[config.mk]
export PLATFORM = sky130hd
export DESIGN_NAME = seq_restoring_divider
export DESIGN_NICKNAME = d
export VERILOG_FILES = /design/src/rtl/div_pkg.sv /design/src/rtl/cla_subtractor.sv /design/src/rtl/seq_restoring_divider.sv
export SDC_FILE = /design/constraint.sdc
export NUM_CORES = 1
export LEC_CHECK = 0
export CAP_MARGIN = 10
export CORE_UTILIZATION = 55
export DETAILED_ROUTE_END_ITERATION = 6
export GPL_TIMING_DRIVEN = 0
export PLACE_DENSITY = 0.88
export SLEW_MARGIN = 30
export SYNTH_ARGS = -nofsm -noshare
export SYNTH_HDL_FRONTEND = slang
export SYNTH_HIERARCHICAL = 1
export SYNTH_SLANG_ARGS = --single-unit
[constraint.sdc]
create_clock -name clk -period 4.7 [get_ports clk]
set_input_delay 0.94 -clock clk [delete_from_list [all_inputs] [get_ports clk]]
set_output_delay 0.94 -clock clk [all_outputs]
set_load 0.02 [all_outputs]
[src/rtl/div_pkg.sv]
// Shared types for the sequential restoring divider.
// Holds the FSM state encoding and the widest supported operand.
package div_pkg;

  localparam int DIV_MAX_WIDTH = 32;

  typedef enum logic [1:0] {
    IDLE,
    CALC,
    DONE
  } state_t;

endpackage

[src/rtl/cla_subtractor.sv]
// N-bit a-b built as a+~b+1 on a carry-lookahead network.
// borrow_n is the carry out: 1 means a >= b.
module cla_subtractor #(
  parameter int N = 5
) (
  input  logic [N-1:0] a,
  input  logic [N-1:0] b,
  output logic [N-1:0] diff,
  output logic         borrow_n
);

  logic [N-1:0] g;
  logic [N-1:0] p;
  logic [N:0]   c;

  assign g    = a & ~b;
  assign p    = a ^ ~b;
  assign c[0] = 1'b1;

  // Each carry is a flat sum of generate terms and the carry-in.
  for (genvar i = 0; i < N; i++) begin : g_cla
    logic cy;
    logic pp;

    always_comb begin
      cy = 1'b0;
      pp = 1'b1;
      for (int j = i; j >= 0; j--) begin
        cy = cy | (pp & g[j]);
        pp = pp & p[j];
      end
      cy = cy | pp;
    end

    assign c[i+1] = cy;
  end

  assign diff     = p ^ c[N-1:0];
  assign borrow_n = c[N];

endmodule

[src/rtl/seq_restoring_divider.sv]
// Unsigned restoring divider, one quotient bit per clock.
// Operands and results move over valid/ready handshakes.
module seq_restoring_divider
  import div_pkg::*;
#(
  parameter int WIDTH = 4
) (
  input  logic             clk,
  input  logic             rst,
  input  logic             in_valid,
  output logic             in_ready,
  input  logic [WIDTH-1:0] dividend,
  input  logic [WIDTH-1:0] divisor,
  output logic             out_valid,
  input  logic             out_ready,
  output logic [WIDTH-1:0] quotient,
  output logic [WIDTH-1:0] remainder,
  output logic             div_by_zero
);

  localparam int CW = (WIDTH > 1) ? $clog2(WIDTH) : 1;

  state_t state;
  state_t next;

  logic [WIDTH:0]   rem;
  logic [WIDTH:0]   rem_next;
  logic [WIDTH:0]   trial_a;
  logic [WIDTH:0]   trial_b;
  logic [WIDTH:0]   diff;
  logic             borrow_n;
  logic [WIDTH-1:0] q;
  logic [WIDTH-1:0] q_next;
  logic [WIDTH-1:0] dsr;
  logic [CW-1:0]    count;
  logic             last;
  logic             unused_rem_msb;

  assign trial_a        = {rem[WIDTH-1:0], q[WIDTH-1]};
  assign trial_b        = {1'b0, dsr};
  assign last           = (count == CW'(WIDTH - 1));
  assign unused_rem_msb = rem[WIDTH];

  cla_subtractor #(
    .N(WIDTH + 1)
  ) u_sub (
    .a       (trial_a),
    .b       (trial_b),
    .diff    (diff),
    .borrow_n(borrow_n)
  );

  // Restore by keeping the shifted value when the trial borrows.
  always_comb begin
    rem_next = borrow_n ? diff : trial_a;
    q_next   = {q[WIDTH-2:0], borrow_n};
  end

  always_ff @(posedge clk) begin
    if (rst) begin
      state <= IDLE;
    end else begin
      state <= next;
    end
  end

  always_comb begin
    next      = state;
    in_ready  = 1'b0;
    out_valid = 1'b0;
    unique case (state)
      IDLE: begin
        in_ready = 1'b1;
        if (in_valid) begin
          next = (divisor == '0) ? DONE : CALC;
        end
      end
      CALC: begin
        if (last) begin
          next = DONE;
        end
      end
      DONE: begin
        out_valid = 1'b1;
        if (out_ready) begin
          next = IDLE;
        end
      end
      default: next = IDLE;
    endcase
  end

  always_ff @(posedge clk) begin
    if (rst) begin
      rem         <= '0;
      q           <= '0;
      dsr         <= '0;
      count       <= '0;
      quotient    <= '0;
      remainder   <= '0;
      div_by_zero <= 1'b0;
    end else begin
      unique case (state)
        IDLE: begin
          if (in_valid) begin
            dsr   <= divisor;
            count <= '0;
            if (divisor == '0) begin
              quotient    <= '1;
              remainder   <= dividend;
              div_by_zero <= 1'b1;
            end else begin
              rem <= '0;
              q   <= dividend;
            end
          end
        end
        CALC: begin
          rem   <= rem_next;
          q     <= q_next;
          count <= count + 1'b1;
          if (last) begin
            quotient    <= q_next;
            remainder   <= rem_next[WIDTH-1:0];
            div_by_zero <= 1'b0;
          end
        end
        default: begin
        end
      endcase
    end
  end

endmodule

## Word-level counts from Yosys, hierarchy flattened

Index checks and enable logic that the tools add are counted.

| word-level totals | value |
|---|---|
| input port bits | 12 |
| RAM bits | 0 |
| flip-flop bits (word level) | 25 |
| memories kept | 0 |
| memory bits (read-only) | 0 |
| output and inout bits | 11 |
| word-level logic and storage cells | 82 |
| latch bits | 0 |

| operators by class | value |
|---|---|
| multiply operators | 0 |
| reduce and logical (&&, ||, !) cells | 8 |
| eq/ne operators | 8 |
| $add $sub $neg | 1 |
| bitwise gates (word level) | 29 |
| magnitude comparators | 0 |
| divide/modulo/power cells | 0 |
| shift-type cells | 0 |
| multiplexer cells | 28 |

Operator list:

| operator | number |
|---|---|
| $mux W4 | 11 |
| $pmux W4 S2 | 4 |
| $and A1 B1 Y1 | 14 |
| $or A1 B1 Y1 | 11 |
| $mux W2 | 5 |
| $ne A2 B2 Y1 const B | 5 |
| $pmux W2 S3 | 1 |
| $reduce_and A3 Y1 | 2 |
| $and A5 B5 Y5 | 1 |
| $mux W1 | 5 |
| $not A4 Y5 | 1 |
| $xor A5 B5 Y5 | 1 |
| $eq A2 B2 Y1 const B | 2 |
| $logic_not A4 Y1 | 1 |
| $pmux W2 S2 | 1 |
| $reduce_and A2 Y1 | 2 |
| $reduce_and A4 Y1 | 1 |
| $xor A4 B4 Y4 | 1 |
| $add A2 B1 Y2 const B | 1 |
| $eq A2 B1 Y1 const B | 1 |
| $logic_not A2 Y1 | 1 |
| $pmux W1 S2 | 1 |
| $reduce_bool A2 Y1 | 1 |

## Logic depth before layout (Yosys ltp)

Gate-level depths: netlist of the first run.

| logic depth | value |
|---|---|
| depth in word-level cells | 11 |
| depth in mapped cells | 8 |
| gate-level depth less buffers | 8 |

## By module

Netlist of the first run, hierarchy kept.

Modules (own cells, without submodules):

| module | sequential area each (um^2) | times used | area each (um^2) | cells an instance |
|---|---|---|---|---|
| seq_restoring_divider | 500.5 | 1 | 1157.4 | 125 |
| cla_subtractor | 0.0 | 1 | 216.5 | 28 |

## Worst setup path before layout of the first run

Ideal clock, no wire load.

| timing | value |
|---|---|
| kind | input-to-reg |
| from | in divisor[1] |
| to | reg remainder[0] |
| path buffers | 0 |
| stages | 3 |
| arrival time | 1802 ps |
| data required time | 4574 ps |
| setup time | 126 ps |
| path slack | 2772 ps |
| cells stage by stage | or4_1 > o2111ai_1 > o31ai_1 |

| on the way | value |
|---|---|
| longest elaborated chain between the ends | 3 |

Ends and longest elaborated chain:

| element | RTL line | RTL |
|---|---|---|
| start, declared | seq_restoring_divider.sv:13 | `input logic [WIDTH-1:0] divisor,` |
| $logic_not A4 Y1 | seq_restoring_divider.sv:108 | `if (divisor == '0) begin` |
| $ne A2 B2 Y1 (no line) | - |  |
| $reduce_and A4 Y1 (no line) | - |  |
| end signal, assigned | seq_restoring_divider.sv:110 | `remainder <= dividend;` |
| end signal, assigned | seq_restoring_divider.sv:124 | `remainder <= rem_next[WIDTH-1:0];` |
| end, declared | seq_restoring_divider.sv:17 | `output logic [WIDTH-1:0] remainder,` |

Every way passes these cells.
A chain may end at the register's enable or synchronous reset.

## Worst setup path in the final report of the first run

| timing | value |
|---|---|
| from | reg state[0] |
| to | out in_ready |

| on the way | value |
|---|---|
| longest elaborated chain between the ends | 2 |

Ends and longest elaborated chain:

| element | RTL line | RTL |
|---|---|---|
| start, declared | seq_restoring_divider.sv:23 | `state_t state;` |
| start signal, assigned | seq_restoring_divider.sv:63 | `state <= next;` |
| $logic_not A2 Y1 | seq_restoring_divider.sv:71 | `unique case (state)` |
| $mux W1 | seq_restoring_divider.sv:71 |  |
| end, declared | seq_restoring_divider.sv:11 | `output logic in_ready,` |

Every way passes these cells.

==> run metrics, run 1 <==
CORE AREA 0.00228 sq mm; total die area 0.00269 sq mm; GR Util met1 0.298; share of cells above drive strength 1 0.119; DIE HEIGHT 51.8 microns; Syn-to-layout area delta 19.9%; Post-CTS Setup Bufs 0; worst min-delay path category reg -> reg; relative slew slack 0.619; worst-path fanout max 10; Initial DRC Count 24; fin util 0.719; All-Layer GR Usage 0.258; htree depth 1; Max Cap Viol 0; WL final 2960 microns; Worst Hold Path Cells 2; clock root buffer clkbuf_4; starting density of the core 0.600; first-pass GRT wire length 5060 microns; Hold Crit Start dsr[1]; worst slew pin tran 0.567 ns; largest net degree at the start of global routing 14; Final nets 198; DP HPWL 2340 microns; CP Class reg -> out; Worst EP required 3.76 ns; Filler Cell Count 177; initial antenna violation count 0; syn_nets 172; Mapped Area 0.00137 sq mm; status finished, final reports clean; RSZ-0062 raised after global routing false; Setup Viol. Count Final 0; most common cell after layout, fill and taps aside dfxtp_1; Peak supply drop 0.235 mV; ant diodes 0; GP Congestion 0.857; number of clock sinks 25; Final Hold Vio Count 0; CTS clk-pin slew, worst paths 0.14 ns; crit-path cells buf_2 -> nor2_1 -> clkdlybuf4s50_1; Max Buffers Root-to-Sink 2; Mean Syn Cell Area 8.98 sq um; DRC 0; Largest stage delay, worst path 0.64 ns; GR Overflow Total 0; Worst R2R Setup Slack 2.71 ns; clock latency on the worst-skew pair 0.32 ns; Inst Count DP 201; Yosys warning count 6; Vias 1,226; TNS Setup 0 ns; 1st-pass router iterations 5; Row Count 17; overall power 439 uW; Slowest cell on crit path clkdlybuf4s50_1; number of buffers and inverters on the critical path 2; Worst EP arrival 1.75 ns; Setup Skew 0.0157 ns; fmax 372 MHz; routed vias/inst 5.98; most frequent cells in the layout 25 x dfxtp_1, 21 x clkdlybuf4s50_1, 15 x nor2_1; CTS tree built; CP endpoint kind output port; final max-slew violation count 0; worst r2r src q[3]; Ports 23; Mapped Cells 152; LEAKAGE 0.618 nW; count of input and output buffers 21; final hold slack 0.470 ns; post-cts resize count 0; gr busiest metal met2; pwr/cell area 268 mW/mm^2; total CTS buffers 3; Hold Path End dsr[1]; WL per Instance 14.5 microns; hold buffers post-CTS 0; Startpoint Class register; Post-Layout Cell Count 205; M3 GR Usage 0.0468; minimum clock period 2.69 ns; reg2reg end remainder[2]; delay-heaviest family, CP buffers and inverters; worst r2r path cells 8; crit share post-route 0.572; M2 GR Usage 0.451; via count of the first global-routing pass 1,173; die width 51.8 microns; ANT nets after route 0
-- worst register-to-register path, cell delays in order (launching register included) --
cell,delay [ns]
dfxtp_1,0.40
inv_1,0.07
ha_1,0.32
o21ai_2,0.21
a22oi_2,0.11
a21o_2,0.29
mux2_2,0.26
nor2_1,0.05
o31ai_1,0.22
-- report_power, final --
group | switching (mW) | total (mW) | internal, mW
Sequential | 0.00825 | 0.231 | 0.223
Clock | 0.0623 | 0.0955 | 0.0332
Combinational | 0.0609 | 0.112 | 0.0514
-- through the flow --
stage | area [sq um] | setup slack, ns
final | 1640 | 2.01
after global routing | 1640 | 1.95
after CTS | 1640 | 2.01
after detailed placement | 1610 | 2.11
after global placement | 1610 | 2.16
after floorplan | 1370 | 2.77
-- layout make-up --
cell class / instances / area [sq um] / share of cell area
clock buffers: 4 / 26.3 / 0.0161
plain buffers: 7 / 31.3 / 0.0191
well taps: 28 / 35.0 / 0.0214
repair buffers: 21 / 210 / 0.128
multi-input cells: 106 / 781 / 0.477
flip-flops and latches: 25 / 500 / 0.306
inverters: 14 / 52.6 / 0.0321
-- per-layer routing --
layer,part of all wire,up-vias
li1,-,601
met1,0.43,569
met2,0.50,48
met3,0.049,8
met4,0.017,0
met5,0,-
-- how the worst max path moves through the flow --
stage	start	end	slack (ns)	cells past startpoint
2_1_floorplan	divisor[1]	remainder[0]	2.77	3
3_3_place_gp	divisor[1]	remainder[1]	2.16	4
3_5_place_dp	divisor[1]	remainder[2]	2.11	4
4_1_cts	state[0]	in_ready	2.01	3
5_1_grt	state[0]	in_ready	1.95	3
6_report	state[0]	in_ready	2.01	3
-- sequential cells by signal, summed over array words and instances (netlist names) --
register / flops
quotient: 4
div_by_zero: 1
rem: 4
remainder: 4
state: 2
count: 2
q: 4
dsr: 4
Note: power is estimated with default switching activity, not from simulation.
==> run 2, diff against run 1 <==
Settings changed: CORE_UTILIZATION 55 to 47, PLACE_DENSITY 0.88 to 0.81.
Clock period 4.7 ns to 2.46 ns, I/O delays scaled along.
==> run metrics, run 2 (synthesis results as in run 1) <==
status finished, final reports clean; Peak supply drop 0.450 mV (+91%); ant diodes 0 (unchanged); Setup Skew 0.00814 ns (-0.00756 ns); Ports 23 (unchanged); total die area 0.00312 sq mm (+16%); Reg area 500 sq um (unchanged); clock root buffer clkbuf_4; TNS Setup 0 ns (unchanged); CP Depth 3 (unchanged); area of the multi-input gates 781 sq um (unchanged); hold buffers post-CTS 0 (unchanged); ANT nets after route 0 (unchanged); worst-path fanout max 10 (unchanged); starting density of the core 0.495 (-0.105); relative slew slack 0.604 (-0.0149); P_int 587 uW (+91%); RSZ-0062 raised after global routing false; CTS tree built; Worst EP arrival 1.72 ns (-0.03 ns); Vias 1,208 (-1.5%); initial antenna violation count 0 (unchanged); Initial DRC Count 27 (+13%); Place WS 0.288 ns (-1.83 ns); clock power share 0.218 (about the same); count of input and output buffers 21 (unchanged); DP HPWL 2310 microns (-1.5%); PnR worst setup slack 0.251 ns (-1.76 ns); Syn-to-layout area delta 20.2%; number of buffers and inverters on the critical path 2 (unchanged); CP endpoint kind output port; most frequent cells in the layout 25 x dfxtp_1, 21 x clkdlybuf4s50_1, 15 x nor2_1; post-cts resize count 0 (unchanged); number of clock sinks 25 (unchanged); Worst Hold Path Cells 2 (unchanged); largest net degree at the start of global routing 14 (unchanged); Slowest cell on crit path clkdlybuf4s50_1; GP Congestion 0.854 (-0.36%); Setup Viol. Count Final 0 (unchanged); worst min-delay path category in -> reg; Final nets 198 (unchanged); DIE HEIGHT 55.9 microns (+7.9%); share of cells above drive strength 1 0.119 (unchanged); All-Layer GR Usage 0.200 (-0.0590); worst r2r path cells 7 (-1); Row Count 19 (+2); CP Class reg -> out; minimum clock period 2.21 ns; LEAKAGE 0.618 nW (unchanged); worst slew pin tran 0.589 ns (+0.0221 ns); Placed Area 0.00161 sq mm (+0.23%); Design Area, Final 0.00164 sq mm (+0.23%); CTS clk-pin slew, worst paths 0.13 ns (about the same); Max Buffers Root-to-Sink 2 (unchanged); htree depth 1 (unchanged); Combinational Power Share 0.253 (-0.003); pwr/cell area 509 mW/mm^2 (+90%); Max Cap Viol 0 (unchanged); P_sw 247 uW (+88%); Sequential Power Share 0.529 (+0.003); die width 55.9 microns (+7.9%); CORE AREA 0.00276 sq mm (+21%); routed vias/inst 5.81 (-2.9%); Filler Cell Count 234 (+32%); Net Sw Frac 0.297 (-0.00295); GR Overflow Total 0 (unchanged); most common cell after layout, fill and taps aside dfxtp_1; total CTS buffers 3 (unchanged); Largest stage delay, worst path 0.64 ns (about the same); Worst EP required 1.97 ns (-1.79 ns); DRC 0 (unchanged); fmax 453 MHz; via count of the first global-routing pass 1,154 (-1.6%); Startpoint Class register; 1st-pass router iterations 4 (-1); Worst R2R Setup Slack 0.49 ns (-2.22 ns); crit-path cells buf_2 -> nor2_1 -> clkdlybuf4s50_1; clock latency on the worst-skew pair 0.32 ns (about the same); first-pass GRT wire length 5000 microns (-1.2%); Final Hold Vio Count 0 (unchanged); WL per Instance 14.2 microns (-1.7%); delay-heaviest family, CP buffers and inverters; final max-slew violation count 0 (unchanged); WL final 2960 microns (-0.30%); crit share post-route 0.898; Post-CTS Setup Bufs 0 (unchanged)
-- run 2: cell counts in the layout (fill, tap and decap cells not counted) --
Identical to the previous run, type by type.
-- run 2: power groups by stage --
stage	Clock [mW]	Combinational, mW	Sequential (mW)
floorplan	0	0.147	0.449
global placement	0	0.202	0.448
detailed placement	0	0.211	0.450
CTS	0.185	0.212	0.441
global route	0.204	0.233	0.444
finish	0.182	0.211	0.441
-- run 2: worst reg2reg max path, stage by stage (launching register included) --
cell and delay (ns):
dfxtp_1 0.39, inv_1 0.06, ha_1 0.32, o21ai_2 0.22, a22oi_2 0.11, a21o_2 0.28
mux2_2 0.30, a32o_1 0.21
-- run 2: final cells by class --
type	count	area share
timing repair buffer	21	0.128
inverter	14	0.0320
clock buffer	4	0.0160
multi-input combinational	106	0.476
sequential	25	0.305
buffer	7	0.0191
tap	31	0.0236
-- run 2: per-stage QoR --
step                       util  power, mW  hold WS [ns]  cells
final                     0.595      0.834         0.464    208
after global routing      0.595      0.880         0.461    208
after CTS                 0.595      0.837         0.460    208
after detailed placement  0.585      0.661         0.452    204
after global placement    0.585      0.651         0.449    204
after floorplan               -      0.596         0.436    152
-- run 2: metal layers --
layer  track usage  vias to the layer above  wire length [microns]
met4        0.0767                        0                     40
met2         0.367                       39                   1500
met5             0                        -                      0
met3        0.0233                        5                    154
met1         0.236                      566                   1260
li1              -                      598                      -
-- run 2: final timing paths --
check,from,endpoint
setup / recovery,state[0],in_ready
hold / removal,rst,quotient[2]
setup reg to reg,q[3],rem[0]
hold reg to reg,dsr[3],dsr[3]
==> run 3, diff against run 2 <==
Settings changed: PLACE_DENSITY 0.81 to 0.75.
==> run metrics, run 3 (synthesis results as in run 1) <==
status finished, final reports clean; Max Buffers Root-to-Sink 2 (unchanged); crit-path cells buf_2 -> nor2_1 -> clkdlybuf4s50_1; Reg area 500 sq um (unchanged); crit share post-route 0.912 (+0.0141); number of clock sinks 25 (unchanged); Final Hold Vio Count 0 (unchanged); Final nets 198 (unchanged); WL final 3150 microns (+6.5%); largest net degree at the start of global routing 16 (+2); routed vias/inst 5.79 (-0.25%); post-cts resize count 0 (unchanged); count of input and output buffers 21 (unchanged); htree depth 1 (unchanged); fin util 0.596 (+0.00136); worst-path fanout max 10 (unchanged); initial antenna violation count 0 (unchanged); delay-heaviest family, CP buffers and inverters; total CTS buffers 3 (unchanged); CP endpoint kind output port; Worst EP required 1.97 ns (about the same); WL per Instance 15.1 microns (+6.5%); Net Sw Frac 0.305 (+0.00809); clock latency on the worst-skew pair 0.32 ns (about the same); clock root buffer clkbuf_4; reg2reg end rem[0]; DP HPWL 2460 microns (+6.5%); worst slew pin tran 0.644 ns (+0.0549 ns); most common cell after layout, fill and taps aside dfxtp_1; Largest stage delay, worst path 0.65 ns (about the same); DIE HEIGHT 55.9 microns (unchanged); GR Overflow Total 0 (unchanged); worst r2r path cells 7 (unchanged); Setup Viol. Count Final 0 (unchanged); pwr/cell area 512 mW/mm^2 (+0.69%); relative slew slack 0.567 (-0.0369); CORE AREA 0.00276 sq mm (unchanged); final hold slack 0.454 ns (-0.00967 ns); TNS Setup 0 ns (unchanged); overall power 842 uW (+0.92%); die width 55.9 microns (unchanged); minimum clock period 2.24 ns (+0.0346 ns); Vias 1,205 (-0.25%); Initial DRC Count 35 (+30%); Worst Setup SP state[0]; Setup Skew 0.00962 ns (+0.00149 ns); P_int 585 uW (-0.24%); Inst Count DP 204 (unchanged); Worst Hold Path Cells 2 (unchanged); Hold Path End quotient[2]; Post-Layout Cell Count 208 (unchanged); CTS tree built; Worst R2R Setup Slack 0.46 ns (-0.03 ns); share of cells above drive strength 1 0.124 (+0.00565); Combinational Power Share 0.253 (about the same); LEAKAGE 0.617 nW (-0.17%); Ports 23 (unchanged); clock power share 0.222 (+0.004); worst r2r src q[3]; GP Congestion 0.864 (+1.2%); CTS clk-pin slew, worst paths 0.14 ns (about the same); RSZ-0062 raised after global routing false; Max Cap Viol 0 (unchanged); Peak supply drop 0.365 mV (-19%); area of the multi-input gates 781 sq um (unchanged); CP Depth 3 (unchanged); fmax 446 MHz (-1.5%); worst min-delay path category in -> reg; Syn-to-layout area delta 20.4%; number of buffers and inverters on the critical path 2 (unchanged); first-pass GRT wire length 5230 microns (+4.6%); final max-slew violation count 0 (unchanged); DRC 0 (unchanged); Sequential Power Share 0.525 (-0.004); CP Class reg -> out; hold buffers post-CTS 0 (unchanged); P_sw 257 uW (+3.7%); Hold Crit Start rst; Worst EP arrival 1.75 ns (+0.03 ns); Row Count 19 (unchanged); starting density of the core 0.495 (unchanged); All-Layer GR Usage 0.207 (+0.00778); Startpoint Class register; ant diodes 0 (unchanged); 1st-pass router iterations 4 (unchanged); total die area 0.00312 sq mm (unchanged); ANT nets after route 0 (unchanged); Slowest cell on crit path clkdlybuf4s50_1; Post-CTS Setup Bufs 0 (unchanged); most frequent cells in the layout 25 x dfxtp_1, 21 x clkdlybuf4s50_1, 15 x nor2_1; Filler Cell Count 254 (+8.5%); via count of the first global-routing pass 1,170 (+1.4%)
==> run 3: cell count changes in the layout (fill, tap and decap cells not counted) <==
cell        change
clkinvlp_4      +1
clkbuf_1        -1
==> run 3: per-stage QoR <==
| step | worst slack (ns) | instance area (sq um) |
|---|---|---|
| global placement | 0.319 | 1610 |
| global route | 0.107 | 1640 |
| CTS | 0.199 | 1640 |
| floorplan | 0.653 | 1370 |
| detailed placement | 0.276 | 1610 |
| finish | 0.216 | 1640 |
==> run 3: routing by layer <==
| metal | up-vias | wire, microns | GRT usage |
|---|---|---|---|
| met3 | 5 | 120 | 0.0326 |
| li1 | 600 | - | - |
| met5 | - | 0 | 0 |
| met1 | 570 | 1430 | 0.273 |
| met2 | 30 | 1570 | 0.358 |
| met4 | 0 | 30 | 0.0488 |
==> run 3: worst max path at each step <==
| stage | slack [ns] | end |
|---|---|---|
| after floorplan | 0.65 | rem[3] |
| after global placement | 0.32 | q[1] |
| after detailed placement | 0.28 | q[1] |
| after CTS | 0.20 | in_ready |
| after global routing | 0.11 | in_ready |
| final | 0.22 | in_ready |
==> run 3: cell type report <==
type | instances | area share
multi-input cells | 106 | 0.475
flip-flops and latches | 25 | 0.304
repair buffers | 21 | 0.128
inverters | 14 | 0.0320
well taps | 31 | 0.0236
plain buffers | 7 | 0.0190
clock buffers | 3 | 0.0137
clock inverters | 1 | 0.00457
==> run 3: power by group through the flow <==
stage	sequential (mW)	combinational [mW]	clock, mW
2_1_floorplan	0.449	0.147	0
3_3_place_gp	0.450	0.205	0
3_5_place_dp	0.451	0.213	0
4_1_cts	0.442	0.214	0.195
5_1_grt	0.445	0.234	0.210
6_report	0.442	0.213	0.187
